### src/rtl/sdram32_ctrl.sv
// sdram32_ctrl: two-port round-robin controller sequencing ROW/COL/ACC strobes for a 32x8 RAS/CAS memory.
// Optional macro SDRAM32_CTRL_ROW_HIT_EN: skip the ROW cycle when the request hits the last opened row.
module sdram32_ctrl (
  input  logic       clk,
  input  logic       rst,
  input  logic       req0_valid,
  input  logic       req0_we,
  input  logic [4:0] req0_addr,
  input  logic [7:0] req0_wdata,
  output logic       req0_ready,
  input  logic       req1_valid,
  input  logic       req1_we,
  input  logic [4:0] req1_addr,
  input  logic [7:0] req1_wdata,
  output logic       req1_ready,
  output logic       rsp_valid,
  output logic       rsp_id,
  output logic [7:0] rsp_rdata,
  output logic       busy,
  output logic       mem_en,
  output logic       mem_rw,
  output logic       mem_ras,
  output logic       mem_cas,
  output logic [4:0] mem_address,
  output logic [7:0] mem_datain,
  input  logic [7:0] mem_dataout
);
  typedef enum logic [2:0] {IDLE, ROW, COL, ACC, CAP} state_t;

  state_t     state, state_nxt;
  logic       prio;
  logic       lat_we;
  logic [4:0] lat_addr;
  logic [7:0] lat_wdata;
  logic       lat_id;
  logic       grant, hs, row_hit;
  logic       sel_we;
  logic [4:0] sel_addr;
  logic [7:0] sel_wdata;

  // Pointer only matters when both requesters are valid at once.
  always_comb begin
    grant     = (req0_valid && req1_valid) ? prio : req1_valid;
    sel_we    = grant ? req1_we    : req0_we;
    sel_addr  = grant ? req1_addr  : req0_addr;
    sel_wdata = grant ? req1_wdata : req0_wdata;
    hs        = !rst && (state == IDLE) && (req0_valid || req1_valid);
  end

  assign req0_ready = hs && !grant;
  assign req1_ready = hs && grant;
  assign busy       = (state != IDLE);

`ifdef SDRAM32_CTRL_ROW_HIT_EN
  logic [2:0] open_row;
  logic       open_valid;

  assign row_hit = open_valid && (open_row == sel_addr[4:2]);

  always_ff @(posedge clk) begin
    if (rst) begin
      open_row   <= 3'd0;
      open_valid <= 1'b0;
    end else if (state == ROW) begin
      open_row   <= lat_addr[4:2];
      open_valid <= 1'b1;
    end
  end
`else
  assign row_hit = 1'b0;
`endif

  // Strobes decode only from state and the latched request.
  always_comb begin
    state_nxt   = state;
    mem_ras     = 1'b1;
    mem_cas     = 1'b1;
    mem_en      = 1'b0;
    mem_rw      = 1'b0;
    mem_address = 5'd0;
    mem_datain  = 8'd0;
    case (state)
      IDLE: if (hs) state_nxt = row_hit ? COL : ROW;
      ROW: begin
        mem_ras     = 1'b0;
        mem_address = {lat_addr[4:2], 2'b00};
        state_nxt   = COL;
      end
      COL: begin
        mem_cas     = 1'b0;
        mem_address = {3'b000, lat_addr[1:0]};
        state_nxt   = ACC;
      end
      ACC: begin
        mem_en     = 1'b1;
        mem_rw     = lat_we;
        mem_datain = lat_wdata;
        state_nxt  = lat_we ? IDLE : CAP;
      end
      CAP:     state_nxt = IDLE;
      default: state_nxt = IDLE;
    endcase
  end

  always_ff @(posedge clk) begin
    if (rst) begin
      state     <= IDLE;
      prio      <= 1'b0;
      lat_we    <= 1'b0;
      lat_addr  <= 5'd0;
      lat_wdata <= 8'd0;
      lat_id    <= 1'b0;
      rsp_valid <= 1'b0;
      rsp_id    <= 1'b0;
      rsp_rdata <= 8'd0;
    end else begin
      state     <= state_nxt;
      rsp_valid <= (state == CAP);
      if (hs) begin
        lat_we    <= sel_we;
        lat_addr  <= sel_addr;
        lat_wdata <= sel_wdata;
        lat_id    <= grant;
        prio      <= ~grant;
      end
      if (state == CAP) begin
        rsp_rdata <= mem_dataout;
        rsp_id    <= lat_id;
      end
    end
  end
endmodule

### config.mk
export PLATFORM = sky130hd
export DESIGN_NAME = sdram32_ctrl
export DESIGN_NICKNAME = d
export VERILOG_FILES = /design/src/rtl/sdram32_ctrl.sv
export SDC_FILE = /design/constraint.sdc
export NUM_CORES = 1
export LEC_CHECK = 0
export CORE_UTILIZATION = 42
export CTS_CLUSTER_DIAMETER = 120
export CTS_CLUSTER_SIZE = 30
export DETAILED_ROUTE_END_ITERATION = 6
export PLACE_DENSITY = 0.9
export SLEW_MARGIN = 20
export SYNTH_ARGS = -nofsm -noshare
export SYNTH_HDL_FRONTEND = slang
export SYNTH_SLANG_ARGS = --single-unit
### constraint.sdc
create_clock -name clk -period 2.1 [get_ports clk]
set_input_delay 0.21 -clock clk [delete_from_list [all_inputs] [get_ports clk]]
set_output_delay 0.21 -clock clk [all_outputs]
set_load 0.03 [all_outputs]
Word-level counts from Yosys, hierarchy flattened

Index checks and enable logic that the tools add are counted.

Register bits: 29
Bits of input ports: 40
Output and inout bits: 30
Logic and storage cells: 38

Equality and inequality tests: 5
Multiplexer cells: 13
Bitwise logic cells: 1
Reduce and logical (&&, ||, !) cells: 10

Operators with widths:

| cell                                          | count |
|---|---|
| 2-to-1 mux 8 bit                              | 2 |
| one-hot mux 3 bit (4 select lines)            | 1 |
| one-hot mux 5 bit (2 select lines)            | 1 |
| == test 3 x 2 -> 1 bit, second input constant | 2 |
| 2-to-1 mux 1 bit                              | 6 |
| 2-to-1 mux 3 bit                              | 2 |
| logical AND 1 bit                             | 5 |
| 2-to-1 mux 5 bit                              | 1 |
| == test 3 x 1 -> 1 bit, second input constant | 1 |
| == test 3 bit, second input constant          | 1 |
| logical NOT 3 bit                             | 1 |
| nonzero test 3 bit                            | 1 |
| logical NOT 1 bit                             | 2 |
| inequality test 2 bit, second input constant  | 1 |
| logical OR 1 bit                              | 1 |
| NOT 1 bit                                     | 1 |

Logic depth before layout (Yosys ltp)

Gate-level depths: netlist of the first run.

Word-level depth: 5
Mapped depth: 6
Gate-level depth less buffers: 5

Worst setup path after synthesis of the first run

Ideal clock, no wire load.

Path type: register -> output
From: register state[2]
To: output port mem_datain[0]
Data arrival time: 1435 ps
Data required time: 1890 ps
Path slack: 455 ps
Stages on the path, launching flop included: 5
Path buffers: 2
Path through: dfxtp_1 > buf_2 > and3b_1 > clkbuf_1 > and2_1

Word-level cells in the longest chain between the ends: 2

Ends and longest elaborated chain:

| item                     | RTL line | text |
|---|---|---|
| start: declaration       | 30       | `state_t state, state_nxt;` |
| start signal: assignment | 117      | `state <= state_nxt;` |
| == test 3 x 2 -> 1 bit   | 82       | `case (state)` |
| 2-to-1 mux 8 bit         | 82       |  |
| end: declaration         | 25       | `output logic [7:0] mem_datain,` |

Every way passes these cells.

Worst setup path in the final report of the first run

From: register state[0]
To: output port busy

Word-level cells in the longest chain between the ends: 1

Ends and longest elaborated chain:

| item               | RTL line | text |
|---|---|---|
| nonzero test 3 bit | 52       | `assign busy = (state != IDLE);` |
| end: declaration   | 19       | `output logic busy,` |

Every way passes these cells.

==> flow_summary.json, run 1 <==
{
  "die_area_sq_um": 3420,
  "fin_util": 0.713,
  "grt_max_degree": 33,
  "path_clk_slew_ns": 0.10,
  "nets": 260,
  "drt-initial-drc-count": 11,
  "max_freq_ghz": 0.498,
  "power_density_nw_per_um2": 824,
  "min_period_ns": 2.01,
  "cts-root-buf": "clkbuf_4",
  "postCtsHoldBufs": 0,
  "start_util": 0.443,
  "relSlewSlack": 0.761,
  "drv_slew": 0,
  "worstPathRequired_ns": 1.89,
  "ys_seq_elements": 29,
  "grt.busiest_layer": "met2",
  "yosys_most_used_dff": "dfxtp_1",
  "ir_drop_mv": 0.493,
  "tightest_slew_ns": 0.358,
  "cts_inserted_buffers": 5,
  "use_met1": 0.200,
  "grt_pass1_vias": 1143,
  "met2_usage": 0.346,
  "postCtsSetupRepairBufs": 0,
  "period_share": 0.957,
  "drt-total-wl_um": 3150,
  "synth_top_cell_area_share": 0.433,
  "cp-end-kind": "output port",
  "timing.critical_path.to": "busy",
  "clock-sinks": 29,
  "crit_start": "state[0]",
  "setup_violations": 0,
  "synth_area_sq_um": 1340,
  "vias": 1262,
  "outcome": "finished clean",
  "firstDrtPassIters": 4,
  "critPathArrivalTime_ns": 1.80,
  "ff2ff_path_depth": 5,
  "n_fill_cell": 231,
  "cp_max_fo": 5,
  "cts_tree": "yes",
  "track_usage": 0.193,
  "antenna_left": 0,
  "critPathKind": "reg2out",
  "clockBufferDepth": 2,
  "post_synth_num_cell_types": 27,
  "ys_warn_count": 0,
  "setup_tns_ns": 0,
  "routabilityCongestion": 0.736,
  "met3_usage": 0.0835,
  "rows": 20,
  "chipWidth_um": 58.5,
  "ys_async_sr_fraction": 0,
  "dp_hpwl_um": 2200,
  "overflow": 0,
  "drive_above_1_share": 0.113,
  "rsz0062_at_grt": "no",
  "synthTopCellsByArea": "dfxtp_1 43%, mux2i_1 10%, nand3b_1 7.8%",
  "syn_avg_cell_area_sq_um": 9.05,
  "max_cap_viol_count": 0,
  "r2r_slack_ns": 0.53,
  "hold_violations": 0,
  "diodes": 0,
  "drc": 0,
  "synth_nets": 188,
  "port-buffer-count": 69,
  "io_pins": 70,
  "yosysSeqAreaShare": 0.433,
  "die_y_um": 58.5,
  "synth_edf_count": 0,
  "antenna_found_initial": 0,
  "htree_levels": 2,
  "post_drt_wl_per_cell_um": 11.9,
  "coreArea_sq_um": 3030,
  "viasPerCell": 4.76,
  "r2r_start": "state[1]",
  "setup_slack_ns": 0.0904,
  "rr_endpoint": "state[0]",
  "pre_cts_slack_ns": 0.188,
  "grt_pass1_wl_um": 4910,
  "startpoint_type": "flop",
  "clk_latency_ns": 0.33,
  "skew_ns": 0.00694,
  "area_growth_pct": 61.2,
  "p_leak_nw": 1.05,
  "min_path_type": "in2reg",
  "yosysTopAreaCell": "dfxtp_1",
  "whs_ns": 0.423,
  "synthCells": 148
}
## logic make-up (layout without fill, tap and decap cells)
group	after synthesis	count (layout)	synth area share
and+or+nand+nor	62	62	0.275
DFF	29	29	0.433
AOI/OAI and AO/OA	27	27	0.122
buffers and inverters	15	88	0.0579
muxes	14	14	0.105
xor gates and xnor gates	1	1	0.00654
## synth_stat cells (3+ instances only)
cell and n:
buf_2 4, nor3b_1 3, inv_1 3, dfxtp_1 29, a21oi_1 9, mux2i_1 14
nand2_1 20, clkbuf_1 4, o21ai_0 13, and2_1 15, nand3b_1 14
## sequential cells by signal, indices dropped and copies added, names as in the netlist
| signal | count |
|---|---|
| lat_we | 1 |
| lat_id | 1 |
| lat_addr | 5 |
| prio | 1 |
| state | 3 |
| rsp_rdata | 8 |
| lat_wdata | 8 |
| rsp_id | 1 |
| rsp_valid | 1 |
## power breakdown
| part | leakage, nW | internal [mW] | switching [mW] |
|---|---|---|---|
| Clock | 0.0310 | 0.126 | 0.206 |
| Sequential | 0.238 | 0.677 | 0.0669 |
| Combinational | 0.786 | 0.335 | 0.369 |
| Total | 1.05 | 1.14 | 0.643 |
## what timing repair did
| item | CTS | global route |
|---|---|---|
| gates cloned | 0 | 0 |
| setup endpoints to repair | 14 | 12 |
| gates resized for setup | 5 | 12 |
## stage by stage
stage | total power, mW | std cells | area, sq um
2_1_floorplan | 1.20 | 148 | 1340
3_3_place_gp | 1.44 | 257 | 2070
3_5_place_dp | 1.46 | 257 | 2070
4_1_cts | 1.79 | 265 | 2130
5_1_grt | 1.88 | 265 | 2160
6_report | 1.78 | 265 | 2160
## worst max-delay path, cell delays in order, from the launching register on
cell	delay (ns)
dfxtp_1	0.34
buf_4	0.16
or3_1	0.37
clkdlybuf4s50_1	0.60
## routing by layer
| metal | part of all wire | vias up |
|---|---|---|
| met1 | 0.40 | 558 |
| met5 | 0 | - |
| met3 | 0.087 | 5 |
| met2 | 0.50 | 55 |
| met4 | 0.013 | 0 |
| li1 | - | 644 |
## worst min-delay path by stage
stage	cells past startpoint	end	slack, ns	start
CTS	3	rsp_rdata[6]	0.42	mem_dataout[6]
floorplan	2	rsp_rdata[0]	0.35	mem_dataout[0]
detailed placement	1	state[2]	0.43	lat_we
global placement	1	state[2]	0.43	lat_we
global route	3	rsp_rdata[6]	0.42	mem_dataout[6]
finish	3	rsp_rdata[6]	0.42	mem_dataout[6]
## cell usage in the layout, fill, tap and decap left out
cell             instances
clkdlybuf4s50_1         53
dfxtp_1                 29
nand2_1                 20
and2_1                  15
mux2i_1                 14
nand3b_1                14
o21ai_0                 13
dlymetal6s2s_1          11
a21oi_1                  9
buf_4                    8
clkbuf_4                 5
inv_1                    3
dlygate4sd2_1            3
nor3b_1                  2
nor2b_1                  2
nor2_1                   2
nor3_1                   2
clkinv_2                 2
and3b_2                  1
or3_1                    1
nor3b_2                  1
nor4_4                   1
o21ai_2                  1
o21ai_4                  1
or2_1                    1
inv_2                    1
o21ai_1                  1
a21oi_2                  1
xnor2_1                  1
a2111oi_2                1
clkinvlp_4               1
buf_6                    1
## final cells by class
| type | instances | area [sq um] | share of cell area |
|---|---|---|---|
| clock inverters | 3 | 17.5 | 0.00811 |
| multi-input cells | 104 | 688 | 0.319 |
| repair buffers | 76 | 766 | 0.355 |
| flip-flops and latches | 29 | 581 | 0.269 |
| clock buffers | 5 | 37.5 | 0.0174 |
| inverters | 4 | 15.0 | 0.00695 |
| well taps | 44 | 55.1 | 0.0255 |
No activity file was read; power rests on OpenSTA's default activity.
==> run 2: changes to the inputs <==
- CORE_UTILIZATION: 42 -> 45
- DONT_BUFFER_PORTS: default -> 1
- PLACE_DENSITY: 0.9 -> 0.65
- SKIP_CTS_REPAIR_TIMING: default -> 1
- clock period: 2.1 -> 2.03 ns (I/O delays scaled with it)
==> run 2 against run 1 <==
Effect of this change:
- via count is 16% lower
- cell count is 29% lower
- utilization fell by 17 points
- die area is 6.4% lower
- critical path type unchanged
- worst setup slack got worse by 0.012 ns
- design area is 31% lower
==> flow_summary.json, run 2 (synthesis results as in run 1) <==
{
  "drc": 0,
  "clockBufferDepth": 2,
  "clock-sinks": 29,
  "firstDrtPassIters": 4,
  "whs_endpoint": "rsp_rdata[5]",
  "chipWidth_um": 56.6,
  "drive_above_1_share": 0.133,
  "layout_commonest_cell": "dfxtp_1",
  "coreArea_sq_um": 2780,
  "use_met1": 0.184,
  "cts_inserted_buffers": 5,
  "max_freq_ghz": 0.512,
  "met3_usage": 0.0645,
  "r2r_start": "state[1]",
  "startpoint_type": "flop",
  "viasPerCell": 5.61,
  "io_pins": 70,
  "antenna_left": 0,
  "hold_violations": 0,
  "cts_tree": "yes",
  "clk_latency_ns": 0.33,
  "reg_top3": "lat_wdata (8), rsp_rdata (8), lat_addr (5)",
  "min_period_ns": 1.95,
  "p_leak_nw": 0.597,
  "tightest_slew_ns": 0.553,
  "max_cap_viol_count": 0,
  "rows": 19,
  "drt-initial-drc-count": 8,
  "post_drt_wl_per_cell_um": 15.8,
  "whs_ns": 0.00464,
  "path_cells": "nor4_4 > o21ai_4 > or2_1 > inv_2",
  "p_total_mw": 1.66,
  "cp_max_fo": 11,
  "relSlewSlack": 0.630,
  "port-buffer-count": 0,
  "start_util": 0.482,
  "crit_start": "state[1]",
  "setup_violations": 0,
  "skew_ns": 0.00764,
  "holdPathStages": 2,
  "grt_max_degree": 31,
  "r2r_slack_ns": 0.42,
  "met2_usage": 0.292,
  "min_from": "mem_dataout[5]",
  "period_share": 0.962,
  "grt_pass1_vias": 911,
  "ir_drop_mv": 0.708,
  "ff2ff_path_depth": 5,
  "die_area_sq_um": 3200,
  "antenna_found_initial": 0,
  "cts-root-buf": "clkbuf_4",
  "path_clk_slew_ns": 0.09,
  "rr_endpoint": "prio",
  "overflow": 0,
  "vias": 1061,
  "critPathArrivalTime_ns": 1.75,
  "routabilityCongestion": 0.628,
  "final_cell_mix": "29 x dfxtp_1, 20 x nand2_1, 15 x and2_1",
  "area_growth_pct": 12.0,
  "fin_util": 0.539,
  "diodes": 0,
  "cp_slowest_cell": "dfxtp_1",
  "grt.busiest_layer": "met2",
  "die_y_um": 56.6,
  "min_path_type": "in2reg",
  "power_density_nw_per_um2": 1110,
  "nets": 197,
  "grt_pass1_wl_um": 4070,
  "track_usage": 0.173,
  "cp-end-kind": "output port",
  "drt-total-wl_um": 3000,
  "worstPathRequired_ns": 1.83,
  "drv_slew": 0,
  "dp_hpwl_um": 1900,
  "critPathKind": "reg2out",
  "worst_path_largest_cell_delay_ns": 0.41,
  "htree_levels": 2,
  "outcome": "finished clean"
}
==> run 2: stage by stage <==
step	std cells	worst slack (ns)	instance area, sq um	TNS, ns
detailed placement	172	0.363	1350	0
floorplan	148	0.392	1340	0
global placement	172	0.424	1350	0
finish	189	0.0780	1500	0
CTS	180	-0.0153	1400	-0.0153
global route	189	-0.00494	1500	-0.00494
==> run 2: area by class of cell <==
cell class,count,area [sq um]
well taps,31,38.8
clock inverters,3,17.5
fillers,258,1280
clock buffers,5,37.5
inverters,4,15.0
flip-flops and latches,29,581
multi-input cells,105,703
repair buffers,12,108
==> run 2: worst max-delay path, delay by kind of cell (launching register included) <==
kind,cells,cell delay [ns]
simple gates,2,0.66
flops,1,0.41
compound gates,1,0.18
buf+inv,1,0.16
==> run 2: worst max path at each step <==
stage,slack (ns),cells past startpoint,end
floorplan,0.39,4,mem_datain[0]
global placement,0.42,4,req1_ready
detailed placement,0.36,4,req1_ready
CTS,-0.02,4,req1_ready
global route,-0.005,4,req1_ready
finish,0.08,4,req1_ready
==> run 2: power breakdown <==
part           leakage (nW)  switching, mW  internal, mW
Clock                0.0310          0.209         0.130
Combinational         0.328          0.322         0.190
Sequential            0.238          0.111         0.700
Total                 0.597          0.642          1.02
==> run 2: per-layer routing <==
metal	share of wire	wire length, um	vias up
li1	-	-	520
met1	0.40	1190	480
met2	0.49	1480	52
met3	0.089	266	9
met4	0.021	63	0
met5	0	0	-
==> run 3: changes to the inputs <==
- ABC_AREA: default -> 1
- PLACE_DENSITY: 0.65 -> default
- PLACE_DENSITY_LB_ADDON: default -> 0.05
==> run 3 against run 2 <==
Effect of this change:
- first-iteration DRC count grew to 7.8 times the previous value
- worst hold slack gained 0.014 ns
- area after synthesis grew 7.4%
- synthesized cell count grew 52%
- non-clock buffer count grew 6
==> flow_summary.json, run 3 <==
{
  "overflow": 0,
  "drt-initial-drc-count": 62,
  "setup_violations": 0,
  "io_pins": 70,
  "setup_tns_ns": 0,
  "ys_async_sr_fraction": 0,
  "final_cell_mix": "49 x nand2_1, 45 x inv_1, 38 x nor2_1",
  "synth_edf_count": 0,
  "antenna_left": 0,
  "dp_hpwl_um": 2350,
  "chipWidth_um": 58.5,
  "start_util": 0.471,
  "syn_avg_cell_area_sq_um": 6.40,
  "max_freq_ghz": 0.552,
  "die_area_sq_um": 3430,
  "yosys_most_used_dff": "dfxtp_1",
  "worstPathRequired_ns": 1.83,
  "skew_ns": 0.0118,
  "power_density_nw_per_um2": 968,
  "synthTopCellsByCount": "49 x nand2_1, 45 x inv_1, 38 x nor2_1",
  "rsz0062_at_grt": "no",
  "setup_slack_ns": 0.220,
  "firstDrtPassIters": 5,
  "layout_commonest_cell": "nand2_1",
  "cts-root-buf": "clkbuf_4",
  "htree_levels": 2,
  "vias": 1371,
  "cp_max_fo": 11,
  "grt_pass1_vias": 1147,
  "clock-sinks": 29,
  "ys_warn_count": 0,
  "startpoint_type": "flop",
  "clockBufferDepth": 2,
  "rows": 20,
  "nets": 281,
  "diodes": 0,
  "critPathArrivalTime_ns": 1.61,
  "ir_drop_mv": 0.401,
  "synthCells": 225,
  "drt-total-wl_um": 3280,
  "path_clk_slew_ns": 0.10,
  "synth_nets": 265,
  "antenna_found_initial": 0,
  "max_cap_viol_count": 0,
  "cts_tree": "yes",
  "track_usage": 0.196,
  "outcome": "finished clean",
  "synth_top_cell_area_share": 0.403,
  "routabilityCongestion": 0.818,
  "grt_pass1_wl_um": 4970,
  "yosysTopAreaCell": "dfxtp_1",
  "cp-end-kind": "output port",
  "synth_area_sq_um": 1440,
  "die_y_um": 58.5,
  "relSlewSlack": 0.574,
  "pre_cts_slack_ns": 0.592,
  "synthTopCellsByArea": "dfxtp_1 40%, nand2_1 13%, inv_1 12%",
  "period_share": 0.892,
  "tightest_slew_ns": 0.637,
  "critPathKind": "reg2out",
  "drive_above_1_share": 0.136,
  "reg_top3": "lat_wdata (8), rsp_rdata (8), lat_addr (5)",
  "ys_seq_elements": 29,
  "yosysSeqAreaShare": 0.403,
  "clk_latency_ns": 0.33,
  "synth_most_common_cell": "nand2_1",
  "min_path_type": "in2reg",
  "grt_max_degree": 22,
  "cts_inserted_buffers": 5,
  "coreArea_sq_um": 3050,
  "port-buffer-count": 0,
  "hold_violations": 0,
  "drv_slew": 0,
  "post_drt_wl_per_cell_um": 11.5,
  "drc": 0,
  "whs_ns": 0.0190,
  "min_period_ns": 1.81,
  "viasPerCell": 4.79,
  "area_growth_pct": 12.6,
  "post_synth_num_cell_types": 19,
  "p_leak_nw": 0.865
}
==> run 3: cell count changes in the layout (fill, tap and decap cells not counted), moves of 15 or more <==
cell,before,now
and2_1,15,0
inv_1,3,45
nand2_1,20,49
nand3_1,0,30
nor2_1,2,38
==> run 3: cells by family after synthesis <==
kind of cell    after synthesis  share of synthesized area
simple gates                123                      0.370
buf+inv                      58                      0.174
flops                        29                      0.403
compound gates               15                     0.0530
==> run 3: final cells by class <==
| cell class | count | area [sq um] |
|---|---|---|
| clock buffer | 5 | 37.5 |
| clock inverter | 3 | 17.5 |
| fill | 336 | 1430 |
| inverter | 49 | 184 |
| multi-input combinational | 138 | 608 |
| sequential | 29 | 581 |
| tap | 44 | 55.1 |
| timing repair buffer | 18 | 138 |
==> run 3: final timing paths <==
kind | from | to | slack (ns) | cells past startpoint
max | state[2] | mem_datain[4] | 0.22 | 4
min | rst | state[0] | 0.02 | 3
max reg2reg | prio | prio | 0.61 | 5
min reg2reg | lat_we | state[2] | 0.47 | 1
==> run 3: per-layer routing <==
layer	global-route usage	wire, um
met1	0.235	1480
met2	0.327	1540
met3	0.0703	233
met4	0.0612	29
met5	0	0
==> run 3: power breakdown <==
group          total (mW)  internal [mW]  switching (mW)
combinational       0.485          0.146           0.339
clock               0.344          0.130           0.214
sequential          0.740          0.673          0.0669
total                1.57          0.949           0.620
==> run 3: metrics by stage <==
stage	std cells	power, mW	utilization	instance area [sq um]
2_1_floorplan	225	1.15	-	1440
3_3_place_gp	277	1.23	0.509	1560
3_5_place_dp	277	1.24	0.509	1560
4_1_cts	285	1.58	0.527	1610
5_1_grt	286	1.69	0.531	1620
6_report	286	1.57	0.531	1620
==> run 3: critical path, cell delays in order (launching register included) <==
cell and delay, ns:
dfxtp_1 0.36, inv_1 0.14, nand3_1 0.37, nor2_1 0.23, buf_4 0.19
